===== config.mk =====
export PLATFORM = sky130hd
export DESIGN_NAME = mux_nx1_reg
export DESIGN_NICKNAME = d
export VERILOG_FILES = /design/src/rtl/mux_nx1_reg.sv
export SDC_FILE = /design/constraint.sdc
export NUM_CORES = 1
export LEC_CHECK = 0
export CORE_MARGIN = 1
export CORE_UTILIZATION = 37
export CTS_CLUSTER_DIAMETER = 40
export DETAILED_ROUTE_END_ITERATION = 6
export PLACE_DENSITY = 0.81
export SETUP_SLACK_MARGIN = 0.1
export SLEW_MARGIN = 20
export SYNTH_ARGS = -nofsm -noshare
export SYNTH_HDL_FRONTEND = slang
export SYNTH_SLANG_ARGS = --single-unit

===== constraint.sdc =====
create_clock -name clk -period 3.8 [get_ports clk]
set_clock_uncertainty 0.05 [all_clocks]
set_input_delay 0.76 -clock clk [delete_from_list [all_inputs] [get_ports clk]]
set_output_delay 0.76 -clock clk [all_outputs]
set_load 0.05 [all_outputs]

===== src/rtl/mux_nx1_reg.sv =====
// N-channel, W-bit selector with a one-slot registered output and valid/ready handshakes.
// Grants either a fixed channel (mode=0) or a fair round-robin winner (mode=1).
module mux_nx1_reg #(
    parameter int unsigned WIDTH    = 8,
    parameter int unsigned CHANNELS = 8,
    localparam int unsigned SEL_W   = $clog2(CHANNELS)
) (
    input  logic                      clk,
    input  logic                      reset,
    input  logic [CHANNELS*WIDTH-1:0] in_data,
    input  logic [CHANNELS-1:0]       in_valid,
    output logic [CHANNELS-1:0]       in_ready,
    input  logic                      mode,
    input  logic [SEL_W-1:0]          sel,
    output logic [WIDTH-1:0]          out_data,
    output logic [SEL_W-1:0]          out_chan,
    output logic                      out_valid,
    input  logic                      out_ready
);

    logic [SEL_W-1:0]    ptr_q;
    logic [WIDTH-1:0]    out_data_q;
    logic [SEL_W-1:0]    out_chan_q;
    logic                out_valid_q;

    logic [CHANNELS-1:0] fixed_onehot;
    logic [CHANNELS-1:0] hi_mask;
    logic [CHANNELS-1:0] hi_req;
    logic [CHANNELS-1:0] lo_req;
    logic [CHANNELS:0]   hi_seen;
    logic [CHANNELS:0]   lo_seen;
    logic [CHANNELS-1:0] hi_first;
    logic [CHANNELS-1:0] lo_first;
    logic [CHANNELS-1:0] rr_onehot;
    logic [CHANNELS-1:0] grant_onehot;

    logic [SEL_W-1:0]    idx_acc  [CHANNELS+1];
    logic [WIDTH-1:0]    data_acc [CHANNELS+1];

    logic                grant_vld;
    logic [SEL_W-1:0]    grant_idx;
    logic [WIDTH-1:0]    grant_data;
    logic                can_load;
    logic                xfer;

    assign hi_seen[0]  = 1'b0;
    assign lo_seen[0]  = 1'b0;
    assign idx_acc[0]  = '0;
    assign data_acc[0] = '0;

    // Round-robin splits requesters into those at/after ptr (searched first) and those before it;
    // the lowest set bit of each half is found with a prefix-OR chain.
    for (genvar g = 0; g < CHANNELS; g++) begin : gen_chan
        assign fixed_onehot[g] = (sel == SEL_W'(g)) & in_valid[g];
        assign hi_mask[g]      = (SEL_W'(g) >= ptr_q);
        assign hi_req[g]       = in_valid[g] & hi_mask[g];
        assign lo_req[g]       = in_valid[g] & ~hi_mask[g];
        assign hi_seen[g+1]    = hi_seen[g] | hi_req[g];
        assign lo_seen[g+1]    = lo_seen[g] | lo_req[g];
        assign hi_first[g]     = hi_req[g] & ~hi_seen[g];
        assign lo_first[g]     = lo_req[g] & ~lo_seen[g];
        assign idx_acc[g+1]    = idx_acc[g] | (grant_onehot[g] ? SEL_W'(g) : '0);
        assign data_acc[g+1]   = data_acc[g] |
                                 (grant_onehot[g] ? in_data[g*WIDTH +: WIDTH] : '0);
    end

    always_comb begin
        rr_onehot    = hi_seen[CHANNELS] ? hi_first : lo_first;
        grant_onehot = mode ? rr_onehot : fixed_onehot;
        grant_vld    = |grant_onehot;
        grant_idx    = idx_acc[CHANNELS];
        grant_data   = data_acc[CHANNELS];
        can_load     = ~out_valid_q | out_ready;
        // Handshakes are suppressed during reset so nothing in flight is accepted.
        xfer         = grant_vld & can_load & ~reset;
        in_ready     = grant_onehot & {CHANNELS{can_load & ~reset}};
    end

    always_ff @(posedge clk) begin
        if (reset) begin
            out_valid_q <= 1'b0;
            out_data_q  <= '0;
            out_chan_q  <= '0;
            ptr_q       <= '0;
        end else begin
            if (xfer) begin
                out_valid_q <= 1'b1;
                out_data_q  <= grant_data;
                out_chan_q  <= grant_idx;
            end else if (out_ready) begin
                out_valid_q <= 1'b0;
            end
            if (xfer && mode) begin
                ptr_q <= (grant_idx == SEL_W'(CHANNELS - 1)) ? '0 : grant_idx + SEL_W'(1);
            end
        end
    end

    assign out_data  = out_data_q;
    assign out_chan  = out_chan_q;
    assign out_valid = out_valid_q;

endmodule


# Word-level counts from Yosys, hierarchy flattened
# Cells that the tools add are included.
dict set report totals {
  regBits 15
  input_bits 79
  wordCells 138
}
dict set report classes {
  addsub 1
  n_lt_le_gt_ge 8
  eq_ne 8
  mux 20
  bitwise 93
  reduce_logical 4
}
# operator n
set op_table {}
lappend op_table {{8-bit two-way mux} 10}
lappend op_table {{8-bit OR} 7}
lappend op_table {{1-bit bitwise AND} 41}
lappend op_table {{1-bit inverter} 24}
lappend op_table {{3-bit == test, second input constant} 5}
lappend op_table {{3-bit two-way mux} 5}
lappend op_table {{1-bit OR} 14}
lappend op_table {{3-bit >= comparator, first input constant} 4}
lappend op_table {{3-bit OR} 3}
lappend op_table {{8-bit bitwise AND} 1}
lappend op_table {{8-bit OR reduction} 1}
lappend op_table {{3-bit by 2-bit == test with 1-bit output, second input constant} 2}
lappend op_table {{1-bit by 3-bit >= comparator with 1-bit output, first input constant} 2}
lappend op_table {{2-bit by 3-bit >= comparator with 1-bit output, first input constant} 2}
lappend op_table {{2-bit two-way mux} 2}
lappend op_table {{3-bit by 1-bit adder with 3-bit output, second input constant} 1}
lappend op_table {{3-bit by 1-bit == test with 1-bit output, second input constant} 1}
lappend op_table {{3-bit zero test} 1}
lappend op_table {{1-bit two-way mux} 3}
lappend op_table {{2-bit by 3-bit OR with 3-bit output} 1}
lappend op_table {{1-bit by 2-bit OR with 2-bit output} 1}
lappend op_table {{2-bit OR} 1}
lappend op_table {{2-bit nonzero test} 1}
lappend op_table {{1-bit logical AND} 1}

# Longest topological paths before layout
# Gate-level depths: netlist (run 1).
dict set report logic_depth {
  word_depth 22
  depth_mapped 11
  ltp_nobuf 9
}

# Least setup slack after synthesis (run 1)
# Ideal clock, no wire load.
dict set report synth_timing {
  kind {input to output}
  from {in in_valid[0]}
  to {out in_ready[0]}
  arrival_ns 2.631
  required_ns 2.990
  slack_ns 0.359
  path_stages 7
  path_cell_list {buf_6 -> nor2b_1 -> o21ai_1 -> nand3_1 -> o211ai_1 -> nand2_1 -> nor2_1}
}
dict set report synth_via {
  elab_chain_len 11
  elab_cells_between_ends 13
  classes_between {mux (2); bitwise (11)}
}
# item line
set synth_lines {}
lappend synth_lines {{start, declared} 11} ;# input logic [CHANNELS-1:0] in_valid,
lappend synth_lines {{1-bit bitwise AND} 56} ;# assign hi_req[g] = in_valid[g] & hi_mask[g];
lappend synth_lines {{1-bit OR (7 in series)} 58} ;# assign hi_seen[g+1] = hi_seen[g] | hi_req[g];
lappend synth_lines {{8-bit two-way mux} 68} ;# rr_onehot = hi_seen[CHANNELS] ? hi_first : lo_first;
lappend synth_lines {{8-bit two-way mux (*)} 69} ;# grant_onehot = mode ? rr_onehot : fixed_onehot;
lappend synth_lines {{8-bit bitwise AND (*)} 76} ;# in_ready = grant_onehot & {CHANNELS{can_load & ~reset}};
lappend synth_lines {{end, declared} 12} ;# output logic [CHANNELS-1:0] in_ready,
# Every way passes the cells marked *; elsewhere a longest branch is shown, timed or not.

# Worst setup path in the final report (run 1)
dict set report layout_timing {
  from {in in_valid[5]}
  to {out in_ready[2]}
}
dict set report layout_via {
  elab_chain_len 7
}
# item line
set layout_lines {}
lappend layout_lines {{1-bit bitwise AND} 56}
lappend layout_lines {{1-bit OR (3 in series)} 58}
lappend layout_lines {{8-bit two-way mux} 68}
lappend layout_lines {{8-bit two-way mux} 69}
lappend layout_lines {{8-bit bitwise AND} 76}
# No other way between the ends.

==> results of run 1 <==
## through the flow
stage          power (mW)  hold slack [ps]  std cells  cell area (um2)
6_report           0.7729            454.7        355             2859
4_1_cts            0.7685            456.3        353             2813
3_3_place_gp       0.6313            427.6        349             2766
5_1_grt            0.8123            488.4        355             2859
3_5_place_dp       0.6366            438.3        349             2766
2_1_floorplan      0.4492            583.6        196             1583
## kinds of logic after synthesis
logic type	Yosys count
simple gates	91
compound gates	64
buf+inv	20
flops	15
mux	4
xor+xnor	1
fa+ha+maj	1
## sequential cells by signal, indices dropped and copies added, names as in the netlist
register   cells
out_chan       3
ptr_q          3
out_valid      1
out_data       8
## where the power goes
group | switching, mW | internal [mW]
Combinational | 0.227 | 0.213
Clock | 0.0572 | 0.0726
Sequential | 0.0247 | 0.179
Total | 0.309 | 0.464
## synthesized netlist by cell type (all sizes together), types with 2 or more instances
cell    count  share of area (%)
dfxtp      15                 19
nand2b      5                2.0
o21ai       7                2.2
nand2      17                4.2
nand3      12                3.8
a22oi       2                1.3
nor2b       6                2.4
nand4b      2                1.1
a221oi      8                4.4
or3         2                1.1
a41oi       3                2.8
nand4       3                1.2
buf        10                4.5
or4         4                1.9
a32oi       8                4.4
nor3        3               0.95
and2        7                2.8
or2         3                1.2
mux2i       3                1.9
o31a        2                1.1
nor2       18                5.5
clkbuf      5                1.2
and3        3                1.2
a222oi      8                5.1
o31ai       3                1.4
nor4        3                2.1
a21oi       2               0.63
o21bai      3                1.4
a211oi      9                6.8
inv         5                1.2
## area by class of cell
type | count | area (um2)
clock buffers | 3 | 41.29
clock inverters | 1 | 5.005
fillers | 337 | 1199
inverters | 5 | 18.77
multi-input cells | 161 | 1202
flip-flops and latches | 15 | 300.3
well taps | 50 | 62.56
repair buffers | 120 | 1229
## routing by layer
layer	part of all wire (%)	global-route usage, %
met3	5.7	2.872
met5	0	0
met1	45	33.87
met2	48	39.00
met4	1.5	8.511
## how the worst min path moves through the flow
stage / slack (ps) / start / to
floorplan: 580 / ptr_q[0] / ptr_q[0]
global placement: 430 / out_chan[2] / out_chan[2]
detailed placement: 440 / out_chan[2] / out_chan[2]
CTS: 460 / out_chan[2] / out_chan[2]
global route: 490 / out_data[0] / out_data[0]
finish: 450 / out_chan[1] / out_chan[1]
## worst register-to-register path, stage by stage, from the launching register on
cell	delay [ps]
dfxtp_1	580
nor2b_1	130
or3_4	440
or3b_4	400
o41ai_4	340
buf_4	170
buf_4	100
nor3_1	60
a41oi_4	350
buf_4	250
nor2_2	50
a211oi_2	170
## what timing repair did
action                                  4_1_cts  5_1_grt
gates resized for setup                       0        6
endpoints found under the setup margin        0        3
setup buffers                                 0        2
==> impl_metrics.json, run 1 <==
{
  "cp_slowest_cell": "clkdlybuf4s50_1",
  "finalSetupViolations": 0,
  "hold_violations": 0,
  "die_x_um": 67.41,
  "synth.distinct_cells": 56,
  "rrSetupSlack_ps": 640,
  "die_h_um": 67.41,
  "mostFrequentLayoutCells": "clkdlybuf4s50_1 (89), buf_4 (22), nand2_1 (16)",
  "post-route-period-util_pct": 94.91,
  "vdd_ir_drop_max_mv": 0.2755,
  "tns_ps": 0,
  "power.leakage_nw": 1.076,
  "grt_max_degree": 16,
  "gp_congestion": 0.9021,
  "cts_made_buffers": 3,
  "ys_seq_area_share_pct": 18.97,
  "clk_path_buf_depth": 2,
  "vias": 2062,
  "start_kind": "primary input",
  "coreArea_um2": 4058,
  "rsz0062_at_grt": "false",
  "critPathMaxStageDelay_ps": 430,
  "synth_compound_area_share_pct": 36.68,
  "critical-path-top-delay-family": "simple AND/OR/NAND/NOR gates",
  "drc": 0,
  "r2r_cells": 11,
  "synthMuxAreaShare_pct": 2.846,
  "dieArea_um2": 4543,
  "num_rows": 23,
  "run_status": "completed",
  "nets": 386,
  "grt_pass1_vias": 1815,
  "synth_ff_type": "dfxtp_1",
  "grt_overflow": 0,
  "relSlewSlack_pct": 63.61,
  "hold_path_class": "flip-flop to flip-flop",
  "grt_usage_pct": 24.54,
  "tightest_slew_ps": 544.1,
  "netlist_area_um2": 1583,
  "insertion_delay_ps": 250,
  "routed_via_density": 5.808,
  "synth_top_family_by_area": "compound AO/OA/AOI/OAI gates",
  "area_growth_pct": 80.63,
  "synth_fa_ha_area_share_pct": 0.7905,
  "final_common_cell": "clkdlybuf4s50_1",
  "powerDensity_nw_per_um2": 270.3,
  "slew_viol_final": 0,
  "synthCells": 196,
  "dpl_worst_slack_ps": 132.0,
  "io_pins": 99,
  "drtIter0Drc": 240,
  "hold_depth": 2,
  "dpl.hpwl_um": 4691,
  "synth-seq-cells": 15,
  "post-route-min-period_ps": 3606,
  "crit_start": "in_valid[5]",
  "start_util_pct": 39.01,
  "post_synth.cell_area_avg_um2": 8.075,
  "fmax_mhz": 277.3,
  "wl_per_cell_um": 16.67,
  "synth-edff-count": 0,
  "final_util_pct": 70.46,
  "path_cells": "clkdlybuf4s50_1, a2bb2oi_1, or3_4, or3b_4, o41ai_4, and2_4, buf_12",
  "maxCapViolCount": 0,
  "critPathMaxFanout": 4,
  "cts.clk_slew.worst_paths_ps": 60,
  "antenna_found_initial": 0,
  "yosys_warnings": 0,
  "setup.worst_path.end": "in_ready[2]",
  "numClockSinks": 15,
  "cts_hold_buf": 0,
  "portBuffers": 98,
  "r2r-start": "ptr_q[0]",
  "syn-num-nets": 276,
  "grt_pass1_wl_um": 8487,
  "worstPathArrival_ps": 2800,
  "timing.rr.end": "out_data[1]",
  "num_antenna_cells": 0,
  "synthXorXnorAreaFrac_pct": 0.5534,
  "drtAntennaViolNets": 0,
  "async_flop_share_pct": 0,
  "worstSetupPathDepth": 7,
  "cts_root_buf": "clkbuf_8",
  "crit_buf_inv": 2,
  "endpoint_kind": "output port",
  "setup_slack_ps": 193.5,
  "required_ps": 2990,
  "cts_max_level": 1,
  "drive_gt1_share_pct": 20.33,
  "first_pass_iters": 5,
  "synth-simple-area-share_pct": 33.28,
  "cts_tree": "yes",
  "worstSetupPathType": "primary input to output port",
  "routed_wirelength_um": 5917
}
Note: power is estimated with default switching activity, not from simulation.
==> run 2, diff against run 1 <==
Settings changed: CORE_UTILIZATION 37 to 40, PLACE_DENSITY 0.81 to 0.86.
Clock period 3.8 ns to 4.37 ns, I/O delays scaled along.
==> impl_metrics.json, run 2 (synthesized netlist as in run 1, its figures left out) <==
{
  "drtAntennaViolNets": 0,
  "insertion_delay_ps": 250,
  "drc": 0,
  "worstPathArrival_ps": 3060,
  "dpl_worst_slack_ps": 379.5,
  "post-route-period-util_pct": 91.25,
  "cts_root_buf": "clkbuf_8",
  "critPathMaxFanout": 9,
  "cts_hold_buf": 0,
  "grt_pass1_vias": 1877,
  "largest_register_ffs": 8,
  "nets": 374,
  "power.leakage_nw": 0.9886,
  "run_status": "completed",
  "grt_usage_pct": 27.14,
  "post-route-min-period_ps": 3988,
  "numClockSinks": 15,
  "placed_area_um2": 2676,
  "hold_violations": 0,
  "vdd_ir_drop_max_mv": 0.2591,
  "cts_made_buffers": 3,
  "cell_internal_pwr_uw": 390.1,
  "fmax_mhz": 250.8,
  "io_pins": 99,
  "endpoint_kind": "output port",
  "hold_depth": 2,
  "powerDensity_nw_per_um2": 240.1,
  "num_rows": 22,
  "grt_pass1_wl_um": 8921,
  "clk_path_buf_depth": 2,
  "die_x_um": 64.91,
  "cts_tree": "yes",
  "die_h_um": 64.91,
  "rrSetupSlack_ps": 1220,
  "fillers": 305,
  "gp_congestion": 0.9075,
  "area_growth_pct": 72.02,
  "routed_wirelength_um": 5766,
  "p_clk_share_pct": 17.1,
  "maxCapViolCount": 0,
  "relSlewSlack_pct": 64.74,
  "r2r-start": "ptr_q[0]",
  "dieArea_um2": 4213,
  "cts_max_level": 1,
  "switching_share_pct": 40.32,
  "wl_per_cell_um": 16.91,
  "routed_via_density": 5.962,
  "rsz0062_at_grt": "false",
  "combPwrFrac_pct": 55.8,
  "tns_ps": 0,
  "drtIter0Drc": 195,
  "coreArea_um2": 3716,
  "drive_gt1_share_pct": 15.70,
  "slew_viol_final": 0,
  "timing.rr.end": "out_chan[1]",
  "num_antenna_cells": 0,
  "worstSetupPathType": "primary input to output port",
  "vias": 2033,
  "grt_max_degree": 21,
  "hold_path_class": "flip-flop to flip-flop",
  "cts.clk_slew.worst_paths_ps": 60,
  "first_pass_iters": 5,
  "dpl.hpwl_um": 4552,
  "p_seq_share_pct": 27.0,
  "hold_start": "out_chan[2]",
  "r2r_cells": 10,
  "required_ps": 3450,
  "portBuffers": 98,
  "antenna_found_initial": 0,
  "ctsResizeCount": 0,
  "start_kind": "primary input",
  "final_common_cell": "clkdlybuf4s50_1",
  "grt_overflow": 0,
  "start_util_pct": 42.59,
  "postCtsSetupBuffers": 0,
  "hold_path_end": "out_chan[2]",
  "power.switching_uw": 263.5,
  "final_area_um2": 2723,
  "tightest_slew_ps": 527.3,
  "finalSetupViolations": 0,
  "setup_slack_ps": 382.4,
  "mostFrequentLayoutCells": "clkdlybuf4s50_1 (90), nand2_1 (16), dfxtp_1 (15)"
}
run 2: changes by cell type in the layout (fill, tap and decap cells not counted), sizes merged:
cell,before,now
clkdlybuf4s50,89,90
dlymetal6s2s,1,0
buf,30,18
run 2: power groups by stage:
stage	logic, mW	registers [mW]	clock network [mW]
after floorplan	0.170	0.221	0
after global placement	0.356	0.179	0
after detailed placement	0.361	0.179	0
after CTS	0.364	0.176	0.115
after global routing	0.388	0.179	0.121
final	0.365	0.177	0.112
run 2: critical path, stage by stage:
cell             delay (ps)
clkdlybuf4s50_1         540
nor4_1                  280
a211oi_1                130
or4_1                   540
a22oi_2                 320
and2_1                  230
buf_12                  150
run 2: worst max path at each step:
stage | from | end | cells after the start
floorplan | in_valid[0] | in_ready[0] | 7
global placement | in_valid[0] | in_ready[5] | 7
detailed placement | in_valid[0] | in_ready[5] | 7
CTS | in_valid[0] | in_ready[5] | 7
global route | in_valid[0] | in_ready[5] | 7
finish | in_valid[0] | in_ready[5] | 7
run 2: layout make-up:
class | count | area (um2) | share of cell area (%)
Sequential cell | 15 | 300.3 | 11.03
Multi-Input combinational cell | 161 | 1174 | 43.11
Inverter | 5 | 18.77 | 0.6893
Timing Repair Buffer | 108 | 1124 | 41.27
Clock inverter | 1 | 5.005 | 0.1838
Tap cell | 48 | 60.06 | 2.206
Clock buffer | 3 | 41.29 | 1.517
run 2: stage by stage:
step                total power [mW]  hold slack, ps  instances  utilization (%)
finish                        0.6537           455.4        341            73.27
global route                  0.6878           473.5        341            73.27
CTS                           0.6545           452.2        341            73.27
detailed placement            0.5398           440.0        337            72.02
global placement              0.5351           430.1        337            72.02
floorplan                     0.3906           583.6        196                -
run 2: metal layers:
metal	share of wire, %	GRT usage (%)
met4	1.2	8.056
met1	45	37.87
met5	0	0
met3	7.2	3.169
met2	46	43.10
